--- config.mk ---
export PLATFORM = sky130hd
export DESIGN_NAME = smg_scan_display_param_flat
export DESIGN_NICKNAME = d
export VERILOG_FILES = /design/src/rtl/smg_pkg.sv /design/src/rtl/smg_scan_display_param_if.sv /design/src/rtl/smg_bin2bcd_seq.sv /design/src/rtl/smg_scan_display_param.sv /design/src/flat_wrapper.sv
export SDC_FILE = /design/constraint.sdc
export NUM_CORES = 1
export LEC_CHECK = 0
export CAP_MARGIN = 10
export CORE_MARGIN = 10
export CORE_UTILIZATION = 30
export CTS_CLUSTER_SIZE = 28
export DETAILED_ROUTE_END_ITERATION = 6
export DONT_BUFFER_PORTS = 1
export GPL_ROUTABILITY_DRIVEN = 1
export SLEW_MARGIN = 20
export SYNTH_ARGS = -nofsm -noshare
export SYNTH_HDL_FRONTEND = slang
export SYNTH_SLANG_ARGS = --single-unit
--- constraint.sdc ---
create_clock -name CLK -period 5.85 [get_ports CLK]
set_input_delay 1.4625 -clock CLK [delete_from_list [all_inputs] [get_ports CLK]]
set_output_delay 1.4625 -clock CLK [all_outputs]
set_load 0.02 [all_outputs]
--- src/rtl/smg_pkg.sv ---
// Shared digit codes, segment patterns and FSM state type for the
// multiplexed 7-segment display path.
package smg_pkg;

  localparam logic [3:0] BLANK = 4'hF;
  localparam logic [3:0] DASH  = 4'hA;

  // Active-high g..a patterns
  localparam logic [6:0] SEG_0    = 7'h3F;
  localparam logic [6:0] SEG_1    = 7'h06;
  localparam logic [6:0] SEG_2    = 7'h5B;
  localparam logic [6:0] SEG_3    = 7'h4F;
  localparam logic [6:0] SEG_4    = 7'h66;
  localparam logic [6:0] SEG_5    = 7'h6D;
  localparam logic [6:0] SEG_6    = 7'h7D;
  localparam logic [6:0] SEG_7    = 7'h07;
  localparam logic [6:0] SEG_8    = 7'h7F;
  localparam logic [6:0] SEG_9    = 7'h6F;
  localparam logic [6:0] SEG_DASH = 7'h40;
  localparam logic [6:0] SEG_OFF  = 7'h00;

  typedef enum logic [1:0] {IDLE, SHIFT, COMMIT} state_t;

  function automatic logic [6:0] seg_decode(input logic [3:0] nib);
    logic [6:0] seg;
    case (nib)
      4'd0:    seg = SEG_0;
      4'd1:    seg = SEG_1;
      4'd2:    seg = SEG_2;
      4'd3:    seg = SEG_3;
      4'd4:    seg = SEG_4;
      4'd5:    seg = SEG_5;
      4'd6:    seg = SEG_6;
      4'd7:    seg = SEG_7;
      4'd8:    seg = SEG_8;
      4'd9:    seg = SEG_9;
      DASH:    seg = SEG_DASH;
      default: seg = SEG_OFF;
    endcase
    return seg;
  endfunction

  function automatic logic [63:0] pow10(input int n);
    logic [63:0] r;
    r = 64'd1;
    for (int k = 0; k < n; k++) begin
      r = r * 64'd10;
    end
    return r;
  endfunction

endpackage

--- src/rtl/smg_scan_display_param_if.sv ---
// Valid/ready input channel carrying the binary value to be displayed.
interface smg_scan_display_param_if #(
  parameter int BIN_W = 24
) ();
  logic [BIN_W-1:0] Bin_Data;
  logic             Bin_Valid;
  logic             Bin_Ready;

  modport master (output Bin_Data, output Bin_Valid, input Bin_Ready);
  modport slave  (input Bin_Data, input Bin_Valid, output Bin_Ready);
endinterface

--- src/rtl/smg_bin2bcd_seq.sv ---
// Sequential double-dabble converter: one bit per cycle, BIN_W cycles per value.
module smg_bin2bcd_seq #(
  parameter int BIN_W  = 24,
  parameter int DIGITS = 6
) (
  input  logic                  CLK,
  input  logic                  RSTn,
  input  logic                  start,
  input  logic [BIN_W-1:0]      bin_in,
  output logic                  busy,
  output logic                  done,
  output logic [4*DIGITS-1:0]   bcd_out
);

  localparam int CNT_W = $clog2(BIN_W + 1);

  logic [BIN_W-1:0]    sh_q, sh_d;
  logic [4*DIGITS-1:0] bcd_q, bcd_d, adj;
  logic [CNT_W-1:0]    cnt_q, cnt_d;
  logic                busy_q, busy_d;
  logic                last;

  always_comb begin
    adj = bcd_q;
    for (int i = 0; i < DIGITS; i++) begin
      if (bcd_q[4*i +: 4] >= 4'd5) begin
        adj[4*i +: 4] = bcd_q[4*i +: 4] + 4'd3;
      end
    end
    last   = (cnt_q == CNT_W'(BIN_W - 1));
    sh_d   = sh_q;
    bcd_d  = bcd_q;
    cnt_d  = cnt_q;
    busy_d = busy_q;
    if (start) begin
      sh_d   = bin_in;
      bcd_d  = '0;
      cnt_d  = '0;
      busy_d = 1'b1;
    end else if (busy_q) begin
      sh_d  = sh_q << 1;
      bcd_d = {adj[4*DIGITS-2:0], sh_q[BIN_W-1]};
      cnt_d = cnt_q + CNT_W'(1);
      if (last) begin
        busy_d = 1'b0;
      end
    end
  end

  always_ff @(posedge CLK) begin
    if (!RSTn) begin
      sh_q   <= '0;
      bcd_q  <= '0;
      cnt_q  <= '0;
      busy_q <= 1'b0;
    end else begin
      sh_q   <= sh_d;
      bcd_q  <= bcd_d;
      cnt_q  <= cnt_d;
      busy_q <= busy_d;
    end
  end

  // done flags the cycle performing the final shift; bcd_out is complete after it
  assign done    = busy_q && last;
  assign busy    = busy_q;
  assign bcd_out = bcd_q;

endmodule

--- src/rtl/smg_scan_display_param.sv ---
// Binary-to-BCD display controller driving a multiplexed DIGITS-wide
// 7-segment display with blanking, decimal points and overflow dashes.
module smg_scan_display_param
  import smg_pkg::*;
#(
  parameter int DIGITS          = 6,
  parameter int BIN_W           = 24,
  parameter int CLK_HZ          = 50_000_000,
  parameter int SCAN_HZ         = 1000,
  parameter bit SEG_ACTIVE_LOW  = 1'b1,
  parameter bit SCAN_ACTIVE_LOW = 1'b1,
  parameter bit LZ_BLANK        = 1'b1
) (
  input  logic                 CLK,
  input  logic                 RSTn,
  smg_scan_display_param_if.slave bin_if,
  input  logic [DIGITS-1:0]    Dp_Mask,
  input  logic                 Blank,
  output logic                 Overflow,
  output logic [7:0]           SMG_Data,
  output logic [DIGITS-1:0]    Scan_Sig
);

  localparam int DIV     = CLK_HZ / SCAN_HZ;
  localparam int PRESC_W = $clog2(DIV);
  localparam int IDX_W   = (DIGITS > 1) ? $clog2(DIGITS) : 1;
  localparam logic [63:0]       MAXV      = pow10(DIGITS) - 64'd1;
  localparam logic [7:0]        SEG_IDLE  = SEG_ACTIVE_LOW ? 8'hFF : 8'h00;
  localparam logic [DIGITS-1:0] SCAN_IDLE = SCAN_ACTIVE_LOW ? {DIGITS{1'b1}} : {DIGITS{1'b0}};

  state_t               state_q, state_d;
  logic                 ovf_flag_q, ovf_flag_d;
  logic                 bin_ready_q, bin_ready_d;
  logic                 overflow_q, overflow_d;
  logic [3:0]           digit_q [DIGITS];
  logic [3:0]           digit_d [DIGITS];
  logic [PRESC_W-1:0]   presc_q, presc_d;
  logic [IDX_W-1:0]     idx_q, idx_d;
  logic [7:0]           smg_q, smg_d;
  logic [DIGITS-1:0]    scan_q, scan_d;

  logic                 start, eng_busy, eng_done;
  logic [4*DIGITS-1:0]  bcd;
  logic [63:0]          bin_ext;
  logic [3:0]           nib;
  logic                 lead;
  logic                 tick, dead;
  logic [7:0]           seg_raw;
  logic [DIGITS-1:0]    onehot;

  smg_bin2bcd_seq #(
    .BIN_W  (BIN_W),
    .DIGITS (DIGITS)
  ) u_bin2bcd (
    .CLK     (CLK),
    .RSTn    (RSTn),
    .start   (start),
    .bin_in  (bin_if.Bin_Data),
    .busy    (eng_busy),
    .done    (eng_done),
    .bcd_out (bcd)
  );

  assign bin_ext = 64'(bin_if.Bin_Data);

  always_comb begin
    state_d    = state_q;
    ovf_flag_d = ovf_flag_q;
    start      = 1'b0;
    case (state_q)
      IDLE: begin
        if (bin_if.Bin_Valid && bin_ready_q) begin
          if (bin_ext > MAXV) begin
            ovf_flag_d = 1'b1;
            state_d    = COMMIT;
          end else begin
            ovf_flag_d = 1'b0;
            start      = 1'b1;
            state_d    = SHIFT;
          end
        end
      end
      SHIFT: begin
        if (eng_done) begin
          state_d = COMMIT;
        end else if (!eng_busy) begin
          state_d = IDLE;
        end
      end
      COMMIT:  state_d = IDLE;
      default: state_d = IDLE;
    endcase
    bin_ready_d = (state_d == IDLE);
  end

  // Walk from the top nibble down; lead stays set while every nibble so far is zero
  always_comb begin
    digit_d    = digit_q;
    overflow_d = overflow_q;
    nib        = 4'd0;
    lead       = 1'b1;
    if (state_q == COMMIT) begin
      overflow_d = ovf_flag_q;
      for (int i = DIGITS - 1; i >= 0; i--) begin
        nib  = bcd[4*i +: 4];
        lead = lead && (nib == 4'd0);
        if (ovf_flag_q) begin
          digit_d[i] = DASH;
        end else if (LZ_BLANK && lead && (i != 0)) begin
          digit_d[i] = BLANK;
        end else begin
          digit_d[i] = nib;
        end
      end
    end
  end

  // Segments follow the new index on the dead cycle; the select waits one more cycle
  always_comb begin
    tick    = (presc_q == PRESC_W'(DIV - 1));
    presc_d = tick ? '0 : presc_q + PRESC_W'(1);
    idx_d   = idx_q;
    if (tick) begin
      idx_d = (idx_q == IDX_W'(DIGITS - 1)) ? '0 : idx_q + IDX_W'(1);
    end
    dead    = (presc_d == PRESC_W'(DIV - 1)) || (presc_d == '0);
    seg_raw = {Dp_Mask[idx_d], seg_decode(digit_q[idx_d])};
    onehot  = DIGITS'(1) << idx_d;
    smg_d   = Blank ? SEG_IDLE : (SEG_ACTIVE_LOW ? ~seg_raw : seg_raw);
    scan_d  = (Blank || dead) ? SCAN_IDLE : (SCAN_ACTIVE_LOW ? ~onehot : onehot);
  end

  always_ff @(posedge CLK) begin
    if (!RSTn) begin
      state_q     <= IDLE;
      ovf_flag_q  <= 1'b0;
      bin_ready_q <= 1'b1;
      overflow_q  <= 1'b0;
      presc_q     <= '0;
      idx_q       <= '0;
      smg_q       <= SEG_IDLE;
      scan_q      <= SCAN_IDLE;
      for (int i = 0; i < DIGITS; i++) begin
        digit_q[i] <= BLANK;
      end
    end else begin
      state_q     <= state_d;
      ovf_flag_q  <= ovf_flag_d;
      bin_ready_q <= bin_ready_d;
      overflow_q  <= overflow_d;
      presc_q     <= presc_d;
      idx_q       <= idx_d;
      smg_q       <= smg_d;
      scan_q      <= scan_d;
      for (int i = 0; i < DIGITS; i++) begin
        digit_q[i] <= digit_d[i];
      end
    end
  end

  assign bin_if.Bin_Ready = bin_ready_q;
  assign Overflow         = overflow_q;
  assign SMG_Data         = smg_q;
  assign Scan_Sig         = scan_q;

endmodule

--- src/flat_wrapper.sv ---
// flat-port wrapper written by rule: the top's interface ports become plain ports
module smg_scan_display_param_flat import smg_pkg::*;
#(
  parameter int DIGITS          = 6,
  parameter int BIN_W           = 24,
  parameter int CLK_HZ          = 50_000_000,
  parameter int SCAN_HZ         = 1000,
  parameter bit SEG_ACTIVE_LOW  = 1'b1,
  parameter bit SCAN_ACTIVE_LOW = 1'b1,
  parameter bit LZ_BLANK        = 1'b1
)
  (CLK, RSTn, Dp_Mask, Blank, Overflow, SMG_Data, Scan_Sig, bin_if_Bin_Data, bin_if_Bin_Valid, bin_if_Bin_Ready);
  smg_scan_display_param_if #(.BIN_W(BIN_W)) bin_if_i ();
  input  logic CLK;
  input  logic RSTn;
  input  logic [DIGITS-1:0] Dp_Mask;
  input  logic Blank;
  output logic Overflow;
  output logic [7:0] SMG_Data;
  output logic [DIGITS-1:0] Scan_Sig;
  input wire logic [$bits(bin_if_i.Bin_Data)-1:0] bin_if_Bin_Data;
  input wire logic [$bits(bin_if_i.Bin_Valid)-1:0] bin_if_Bin_Valid;
  output wire logic [$bits(bin_if_i.Bin_Ready)-1:0] bin_if_Bin_Ready;
  assign bin_if_i.Bin_Data = bin_if_Bin_Data;
  assign bin_if_i.Bin_Valid = bin_if_Bin_Valid;
  assign bin_if_Bin_Ready = bin_if_i.Bin_Ready;
  smg_scan_display_param #(.DIGITS(DIGITS), .BIN_W(BIN_W), .CLK_HZ(CLK_HZ), .SCAN_HZ(SCAN_HZ), .SEG_ACTIVE_LOW(SEG_ACTIVE_LOW), .SCAN_ACTIVE_LOW(SCAN_ACTIVE_LOW), .LZ_BLANK(LZ_BLANK)) u_core (.CLK(CLK), .RSTn(RSTn), .bin_if(bin_if_i), .Dp_Mask(Dp_Mask), .Blank(Blank), .Overflow(Overflow), .SMG_Data(SMG_Data), .Scan_Sig(Scan_Sig));
endmodule
==> impl_metrics.py, run 1 <==
metrics = {
    "floorplanning": {
        "fp-row-count": 52,
        "die_w_um": 163,
        "die_y_um": 163,
        "initial_core_util_pct": 30.3,
        "die-area_mm2": 0.0265,
        "core_area_mm2": 0.0202,
        "design.portCount": 50,
    },
    "synthesis": {
        "synth_top_cell_by_area": "dfxtp_1",
        "synth-async-reset-ratio_pct": 0,
        "synth_nets": 780,
        "yosysTopAreaCellShare_pct": 38.0,
        "synth.avg_cell_area_um2": 8.48,
        "syn_area_mm2": 0.00612,
        "ys_seq_area_share_pct": 38.0,
        "yosysWarnings": 0,
        "synth.area.top_cells": "dfxtp_1 38%, mux2i_1 6.7%, ha_1 5.1%",
        "yosysUniqueCellTypes": 69,
        "synth_edf_count": 0,
        "synthCells": 721,
        "synth_top_flop_cell": "dfxtp_1",
        "synth-seq-cells": 116,
    },
    "timing": {
        "setup_viol": 0,
        "worst_slew_pin_slew_ps": 814,
        "fin_skew_ps": 6.58,
        "finalCriticalPeriod_ps": 3570,
        "fin_crit_sh_pct": 61.0,
        "fmax_mhz": 280,
        "rsz0062_at_grt": "no",
        "relSlewSlack_pct": 45.3,
        "hold_slack_ps": 479,
        "hold_viol": 0,
        "finalMaxSlewViolations": 0,
        "finalSetupTns_ps": 0,
        "setup_ws_ps": 2280,
    },
    "layout": {
        "final_layout_size_suffix_gt1_share_pct": 8.13,
        "syn2layout_area_growth_pct": 12.3,
        "fin_nets": 759,
        "finish.instance_area_mm2": 0.00687,
        "fin_util_pct": 34.1,
        "stdcell_count": 986,
    },
    "power": {
        "leakage_nw": 2.61,
        "peakVddDrop_uv": 192,
        "total_power_mw": 1.88,
        "power_density_mw_per_mm2": 274,
    },
    "routing": {
        "wirelength_um": 14200,
        "num_vias": 4909,
        "routedWlPerCell_um": 14.4,
        "firstDrtPassIters": 4,
        "drc": 0,
        "antenna_left": 0,
        "drtIter0Drc": 373,
        "viasPerCell": 4.98,
    },
    "critical_path": {
        "crit_family": "simple AND/OR/NAND/NOR gates",
        "slowest_delay_ps": 500,
        "arrival_ps": 3840,
        "required_ps": 6120,
        "path_max_fanout": 16,
        "cp_slowest_cell": "mux2i_1",
        "crit_chain": "ha_1 -> and3_1 -> and4_4 -> nand2_2 -> mux2i_1 -> mux2i_1 -> a21oi_1 -> a21oi_1 -> ha_1 -> nor3_1 -> o31ai_1",
        "cp.depth": 11,
        "path_class": "flop to flop",
        "regToRegSetupSlack_ps": 2280,
        "start_kind": "flop",
        "ff2ff_path_depth": 11,
        "endpoint_kind": "flop",
        "cp.buffers_inverters": 0,
    },
    "clocking": {
        "clock_latency_ps": 410,
        "ctsRootBufferMaster": "clkbuf_16",
        "cts_resized": 0,
        "path_clk_slew_ps": 50,
        "clockBufferDepth": 2,
        "cts_tree": "yes",
        "cts_max_level": 4,
        "cts_made_buffers": 17,
        "hold_buffers": 0,
        "cts_setup_buffers": 0,
        "clock_sinks": 116,
    },
    "global_routing": {
        "grt_pass1_vias": 4663,
        "grt_max_degree": 60,
        "grt_use_total_pct": 10.8,
        "antenna_found_initial": 2,
        "grt_pass1_wl_um": 23500,
        "grt_overflow": 0,
    },
    "flow_run": {
        "drv_cap": 0,
    },
    "place": {
        "io_buffer_count": 0,
        "dp_hpwl_um": 9780,
        "pre_cts_ws_ps": 2350,
        "dp_cells": 951,
        "place_congestion": 0.866,
        "place_area_mm2": 0.00630,
    },
    "min_path": {
        "holdPathStages": 2,
        "hold_path.class": "flop to flop",
    },
    "status": {
        "status": "complete, no violations",
    },
}
==> cell type report <==
class                           instances  area, um2
Inverter                               21       78.8
Clock inverter                         15        138
Multi-Input combinational cell        540       3530
Clock buffer                           17        425
Sequential cell                       116       2320
Tap cell                              270        338
Fill cell                            2092      13300
Timing Repair Buffer                    4       30.0
Antenna cell                            3       7.51
==> Yosys cell counts (all sizes together) (4+ instances only) <==
library cell,number
dfxtp,116
nor2,75
nand2,69
o21ai,50
mux2i,41
a21oi,33
clkbuf,33
nand3,31
ha,25
nor3,24
inv,21
o211a,19
xnor2,17
nand2b,14
nor2b,13
nand4,12
xor2,12
buf,11
nor4,8
o31ai,8
and3,6
nand4b,6
or2,6
or3,6
or4,6
nor4b,5
a31oi,4
and4,4
nand3b,4
==> registers in the layout (all words and copies together) (netlist names) <==
register	flops
u_core.u_bin2bcd.sh_q	24
u_core.u_bin2bcd.cnt_q	5
u_core.Overflow	1
u_core.bin_if.Bin_Ready	1
u_core.idx_q	3
u_core.state_q	2
u_core.digit_q	24
u_core.presc_q	16
u_core.u_bin2bcd.bcd_out	24
u_core.SMG_Data	8
u_core.Scan_Sig	6
u_core.u_bin2bcd.busy	1
u_core.ovf_flag_q	1
==> power breakdown <==
group	switching (mW)	internal, mW	total (mW)
Clock	0.387	0.583	0.970
Sequential	0.0214	0.807	0.829
Combinational	0.0493	0.0320	0.0813
==> tightest hold or removal path, stage by stage, from the launching register on <==
cell and delay [ps]:
dfxtp_1 310, nand2_1 50, nand3_1 60
==> layer usage <==
metal / vias to the layer above / routed length [um] / track usage, %
met5: - / 0 / 0
met4: 0 / 238 / 4.67
met3: 18 / 738 / 3.13
met2: 82 / 6490 / 16.6
met1: 2283 / 6740 / 13.8
li1: 2526 / - / -
==> logic make-up (layout without fill, tap and decap cells) <==
kind of cell / Yosys count / count (layout) / share of synthesized area, %
fa+ha+maj: 25 / 25 / 5.11
buf+inv: 65 / 57 / 4.36
simple gates: 299 / 299 / 25.3
flops: 116 / 116 / 38.0
other cells: 0 / 3 / 0
xor+xnor: 29 / 29 / 4.15
compound gates: 143 / 143 / 15.8
mux: 44 / 44 / 7.26
==> cells in the final DEF (no fill, tap or decap), types with 21 or more instances in the layout <==
cell type | Yosys | final
a21oi_1 | 33 | 33
dfxtp_1 | 116 | 115
ha_1 | 25 | 25
inv_1 | 21 | 21
mux2i_1 | 41 | 41
nand2_1 | 68 | 68
nand3_1 | 31 | 31
nor2_1 | 75 | 75
nor3_1 | 24 | 24
o21ai_0 | 48 | 48
==> final timing paths <==
kind	from	to
max	u_core.presc_q[0]	u_core.SMG_Data[3]
min	u_core.digit_q[4]	u_core.digit_q[4]
max reg2reg	u_core.presc_q[0]	u_core.SMG_Data[3]
min reg2reg	u_core.digit_q[4]	u_core.digit_q[4]
No activity file was read; power rests on OpenSTA's default activity.
==> run 2: changes to the inputs <==
--- a/config.mk
+++ b/config.mk
@@ -5,6 +5,7 @@
 export SDC_FILE = /design/constraint.sdc
 export NUM_CORES = 1
 export LEC_CHECK = 0
+export ABC_AREA = 1
 export CAP_MARGIN = 10
 export CORE_MARGIN = 10
 export CORE_UTILIZATION = 30
==> constraint.sdc (replaced) <==
create_clock -name CLK -period 3.4 [get_ports CLK]
set_input_delay 0.85 -clock CLK [delete_from_list [all_inputs] [get_ports CLK]]
set_output_delay 0.85 -clock CLK [all_outputs]
set_load 0.02 [all_outputs]
==> run 2 against run 1 <==
- die area is 1.8% lower
- critical endpoint unchanged
- non-clock buffer count rose by 1
- synthesized cell count rose by 15%
- global-route usage decreased by 0.31 points
- largest cell class unchanged
- worst hold slack got worse by 19 ps
- cell area down 0.55%
- sequential cell count did not move
- cell count is 12% higher
- clock-buffer cell count is 3 higher
- worst setup slack worse by 1600 ps
- via count rose by 2.9%
==> impl_metrics.py, run 2 <==
metrics = {
    "status": {
        "status": "complete, no violations",
    },
    "place": {
        "dp_hpwl_um": 9460,
        "place_congestion": 0.855,
        "io_buffer_count": 0,
        "place_area_mm2": 0.00622,
    },
    "global_routing": {
        "grt_use_total_pct": 10.5,
        "antenna_found_initial": 0,
        "grt_pass1_vias": 4834,
        "grt_overflow": 0,
        "grt_pass1_wl_um": 22700,
        "grt_max_degree": 74,
    },
    "timing": {
        "hold_slack_ps": 460,
        "finalSetupTns_ps": 0,
        "setup_viol": 0,
        "fmax_mhz": 372,
        "rsz0062_at_grt": "no",
        "hold_viol": 0,
        "worst_slew_pin_slew_ps": 968,
        "fin_skew_ps": 5.93,
        "fin_crit_sh_pct": 79.0,
        "finalMaxSlewViolations": 0,
        "finalCriticalPeriod_ps": 2690,
        "relSlewSlack_pct": 35.4,
    },
    "layout": {
        "mostFrequentLayoutCells": "164 x nand2_1, 115 x dfxtp_1, 107 x nor2_1",
        "fillers": 2086,
        "diodes": 0,
        "layout_commonest_cell": "nand2_1",
        "final_layout_size_suffix_gt1_share_pct": 10.8,
        "finish.instance_area_mm2": 0.00683,
        "syn2layout_area_growth_pct": 14.1,
        "fin_nets": 885,
    },
    "synthesis": {
        "synth-async-reset-ratio_pct": 0,
        "yosysUniqueCellTypes": 44,
        "yosys-top-cells-count": "164 x nand2_1, 116 x dfxtp_1, 107 x nor2_1",
        "synth_compound_area_share_pct": 14.2,
        "yosysWarnings": 0,
        "synth_nets": 890,
        "synth_xor_area_share_pct": 2.49,
        "synth_top_family_by_area": "simple AND/OR/NAND/NOR gates",
        "synth_top_cell_by_area": "dfxtp_1",
        "synth_most_common_cell": "nand2_1",
        "ys_seq_area_share_pct": 38.8,
        "synth_edf_count": 0,
        "synth_top_flop_cell": "dfxtp_1",
        "synthSimpleGateAreaFrac_pct": 31.3,
        "synth.area.top_cells": "dfxtp_1 39%, nand2_1 10%, nor2_1 6.7%",
        "muxShareOfSynthArea_pct": 0,
        "synth.avg_cell_area_um2": 7.21,
        "synth_fa_ha_area_share_pct": 5.22,
        "synthCells": 831,
        "synth-seq-cells": 116,
        "yosysTopAreaCellShare_pct": 38.8,
        "syn_area_mm2": 0.00599,
    },
    "routing": {
        "viasPerCell": 4.58,
        "num_vias": 5053,
        "routedWlPerCell_um": 12.1,
        "drtIter0Drc": 299,
        "firstDrtPassIters": 4,
        "drc": 0,
        "antenna_left": 0,
        "wirelength_um": 13400,
    },
    "floorplanning": {
        "design.portCount": 50,
        "die-area_mm2": 0.0260,
        "die_y_um": 161,
        "initial_core_util_pct": 30.7,
        "core_area_mm2": 0.0195,
        "die_w_um": 161,
        "fp-row-count": 51,
    },
    "clocking": {
        "cts_made_buffers": 17,
        "ctsRootBufferMaster": "clkbuf_16",
        "hold_buffers": 0,
        "clockBufferDepth": 2,
        "cts_tree": "yes",
        "cts_resized": 0,
        "cts_max_level": 4,
        "clock_latency_ps": 410,
        "cts_setup_buffers": 0,
        "path_clk_slew_ps": 60,
        "clock_sinks": 116,
    },
    "critical_path": {
        "crit_family": "simple AND/OR/NAND/NOR gates",
        "required_ps": 3660,
        "cp_slowest_cell": "dfxtp_1",
        "crit_start": "u_core.presc_q[0]",
        "path_class": "flop to flop",
        "slowest_delay_ps": 390,
        "cp.buffers_inverters": 3,
        "crit_chain": "ha_1 -> nand3_2 -> nor2_2 -> nand2_2 -> nand2_8 -> nand2_8 -> nor2_4 -> inv_1 -> nor2_1 -> nand2_1 -> nand3_1 -> inv_1 -> ha_1 -> inv_1 -> nand2_1 -> nand3_1 -> nand3_1",
        "arrival_ps": 2950,
        "r2r_start": "u_core.presc_q[0]",
        "start_kind": "flop",
        "path_max_fanout": 14,
        "endpoint_kind": "flop",
    },
    "power": {
        "power_density_mw_per_mm2": 504,
        "leakage_nw": 2.69,
        "peakVddDrop_uv": 316,
    },
    "flow_run": {
        "drv_cap": 0,
    },
    "min_path": {
        "hold_path.class": "flop to flop",
        "min-delay-start": "u_core.u_bin2bcd.sh_q[20]",
    },
}
run 2: metal layers:
layer / wire, um / global-route usage [%] / vias to the layer above
met1: 6530 / 12.8 / 2265
li1: - / - / 2705
met5: 0 / 0 / -
met4: 315 / 5.62 / 0
met2: 6190 / 16.9 / 60
met3: 353 / 2.34 / 23
run 2: report_power, final:
group / total, mW / internal [mW] / leakage [nW] / switching [mW]
Combinational: 0.178 / 0.0595 / 1.46 / 0.119
Clock: 1.84 / 1.19 / 0.284 / 0.651
Sequential: 1.43 / 1.40 / 0.941 / 0.0309
run 2: logic make-up after synthesis:
kind of cell               after synthesis
xor gates and xnor gates                17
adders and majority gates               25
buffers and inverters                  119
AOI/OAI and AO/OA                      152
DFF                                    116
and+or+nand+nor                        402
run 2: path summary, 6_finish.rpt:
kind / to / slack, ps / depth (start not counted)
worst max-delay path: u_core.SMG_Data[3] / 710 / 17
worst min-delay path: u_core.u_bin2bcd.sh_q[21] / 460 / 2
worst max register to register: u_core.SMG_Data[3] / 710 / 17
worst min register to register: u_core.u_bin2bcd.sh_q[21] / 460 / 2
run 2: final cells by class:
type | instances | area [um2] | area share, %
Clock buffer | 20 | 457 | 6.68
Clock inverter | 12 | 155 | 2.27
Inverter | 90 | 339 | 4.96
Multi-Input combinational cell | 596 | 3190 | 46.7
Sequential cell | 116 | 2320 | 34.0
Tap cell | 265 | 332 | 4.85
Timing Repair Buffer | 5 | 37.5 | 0.549
run 2: through the flow:
step	instances	worst slack [ps]	total power [mW]	utilization, %
6_report	1104	713	3.45	35.0
4_1_cts	1104	703	3.48	35.0
3_3_place_gp	1072	831	1.64	31.9
5_1_grt	1104	378	3.58	35.0
2_1_floorplan	831	1070	1.60	-
3_5_place_dp	1072	725	1.64	31.9
run 2: worst min-delay path, cell delays in order (launching register included):
cell and delay [ps]:
dfxtp_1 310, nand2_1 60, a21oi_1 50
==> run 3: changes to the inputs <==
==> constraint.sdc (replaced) <==
create_clock -name CLK -period 2.25 [get_ports CLK]
set_input_delay 0.5625 -clock CLK [delete_from_list [all_inputs] [get_ports CLK]]
set_output_delay 0.5625 -clock CLK [all_outputs]
set_load 0.02 [all_outputs]
==> run 3 against run 2 <==
- cell count is 3.1% higher
- critical path depth unchanged
- maximum frequency is 24% higher
- clock skew rose by 2.4 ps
- power increased by 42%
- combinational power is 67% higher
- worst hold slack worse by 220 ps
- clock power up 32%
- critical endpoint unchanged
==> impl_metrics.py, run 3 (synthesis gave the netlist of run 2 again) <==
metrics = {
    "floorplanning": {
        "die-area_mm2": 0.0260,
        "die_y_um": 161,
        "die_w_um": 161,
        "core_area_mm2": 0.0195,
        "fp-row-count": 51,
        "design.portCount": 50,
        "initial_core_util_pct": 30.7,
    },
    "global_routing": {
        "grt_max_degree": 74,
        "grt_use_total_pct": 10.7,
        "grt_pass1_vias": 5028,
        "grt_overflow": 0,
        "antenna_found_initial": 0,
        "grt_pass1_wl_um": 23400,
    },
    "layout": {
        "fin_util_pct": 36.8,
        "multi_input_area_mm2": 0.00330,
        "diodes": 0,
        "fin_nets": 920,
        "final_layout_size_suffix_gt1_share_pct": 18.0,
        "layout_commonest_cell": "nand2_1",
        "fillers": 2050,
        "mostFrequentLayoutCells": "157 x nand2_1, 105 x dfxtp_1, 103 x nor2_1",
        "syn2layout_area_growth_pct": 20.0,
        "regArea_mm2": 0.00234,
    },
    "clocking": {
        "cts_max_level": 4,
        "ctsRootBufferMaster": "clkbuf_16",
        "clockBufferDepth": 2,
        "path_clk_slew_ps": 50,
        "hold_buffers": 0,
        "cts_tree": "yes",
        "clock_latency_ps": 410,
        "clock_sinks": 116,
        "cts_made_buffers": 17,
    },
    "critical_path": {
        "path_class": "flop to flop",
        "endpoint_kind": "flop",
        "start_kind": "flop",
        "arrival_ps": 2460,
        "required_ps": 2540,
        "path_max_fanout": 7,
    },
    "timing": {
        "finalCriticalPeriod_ps": 2170,
        "fmax_mhz": 461,
        "setup_viol": 0,
        "hold_slack_ps": 238,
        "fin_crit_sh_pct": 96.4,
        "hold_viol": 0,
        "finalMaxSlewViolations": 0,
        "rsz0062_at_grt": "yes",
        "worst_slew_pin_slew_ps": 678,
        "relSlewSlack_pct": 54.8,
        "fin_skew_ps": 8.28,
    },
    "routing": {
        "num_vias": 5246,
        "viasPerCell": 4.61,
        "wl_met2_um": 6610,
        "routedWlPerCell_um": 12.1,
        "wirelength_um": 13700,
        "drc": 0,
        "wl_met3_um": 384,
        "route.layer.met1.wl_um": 6580,
        "antenna_left": 0,
        "highest_layer": "met4",
        "drtIter0Drc": 237,
        "firstDrtPassIters": 5,
    },
    "status": {
        "status": "complete, no violations",
    },
    "power": {
        "peakVddDrop_uv": 474,
        "power_density_mw_per_mm2": 679,
        "leakage_nw": 2.86,
    },
    "flow_run": {
        "drv_cap": 0,
    },
    "place": {
        "dp_hpwl_um": 9660,
        "place_congestion": 0.841,
        "io_buffer_count": 0,
    },
    "min_path": {
        "hold_path.class": "primary input to flop",
    },
}
## run 3: per-stage QoR
step                      instance area (um2)  TNS (ps)  setup slack (ps)  total power [mW]  instances
after global placement                   6480         0              9.24              2.49       1099
final                                    7180         0              79.9              4.88       1138
after floorplan                          6020         0              17.3              2.42        831
after global routing                     7180      -132             -68.2              5.08       1138
after detailed placement                 6480     -75.6             -43.3              2.49       1099
after CTS                                7020         0              6.65              4.94       1130
## run 3: worst paths after layout
path,startpoint,endpoint,slack [ps],depth (start not counted)
worst min register to register,u_core.u_bin2bcd.sh_q[20],u_core.u_bin2bcd.sh_q[21],460,2
worst max-delay path,u_core.presc_q[10],u_core.SMG_Data[3],80,17
worst max register to register,u_core.presc_q[10],u_core.SMG_Data[3],80,17
worst min-delay path,RSTn,u_core.digit_q[21],240,1
## run 3: metal layers
metal	vias up	global-route usage (%)
met1	2403	12.9
met2	66	17.8
li1	2766	-
met4	0	3.93
met5	-	0
met3	11	2.80
## run 3: critical path, stage by stage (launching register included)
cell     delay [ps]
dfxtp_1         370
nor2_1          140
nand2_1         110
nor2_4          120
nand2_4          80
nand2_8          80
nand2_8          80
buf_4           170
nand2_1          70
nand3_2          90
nand2_1          80
nand2_1          60
nand2_2         110
ha_1            230
inv_1            60
nand2_1          60
nand3_1          70
nand3_1          60
## run 3: cell type report
cell class | instances | share of cell area [%]
inverters | 90 | 4.75
flip-flops and latches | 116 | 32.5
multi-input cells | 596 | 46.0
repair buffers | 40 | 4.63
clock inverters | 11 | 1.13
well taps | 265 | 4.62
clock buffers | 20 | 6.36
## run 3: what timing repair did
item / in CTS / in global routing
endpoints found under the setup margin: 3 / 13
setup buffers: 0 / 8
pin swaps: 0 / 18
resized for setup: 2 / 37
gates cloned: 0 / 0
## run 3: report_power, final
part,internal [mW],switching [mW]
Sequential,2.11,0.0469
Clock,1.46,0.964
Combinational,0.109,0.189
Total,3.68,1.20
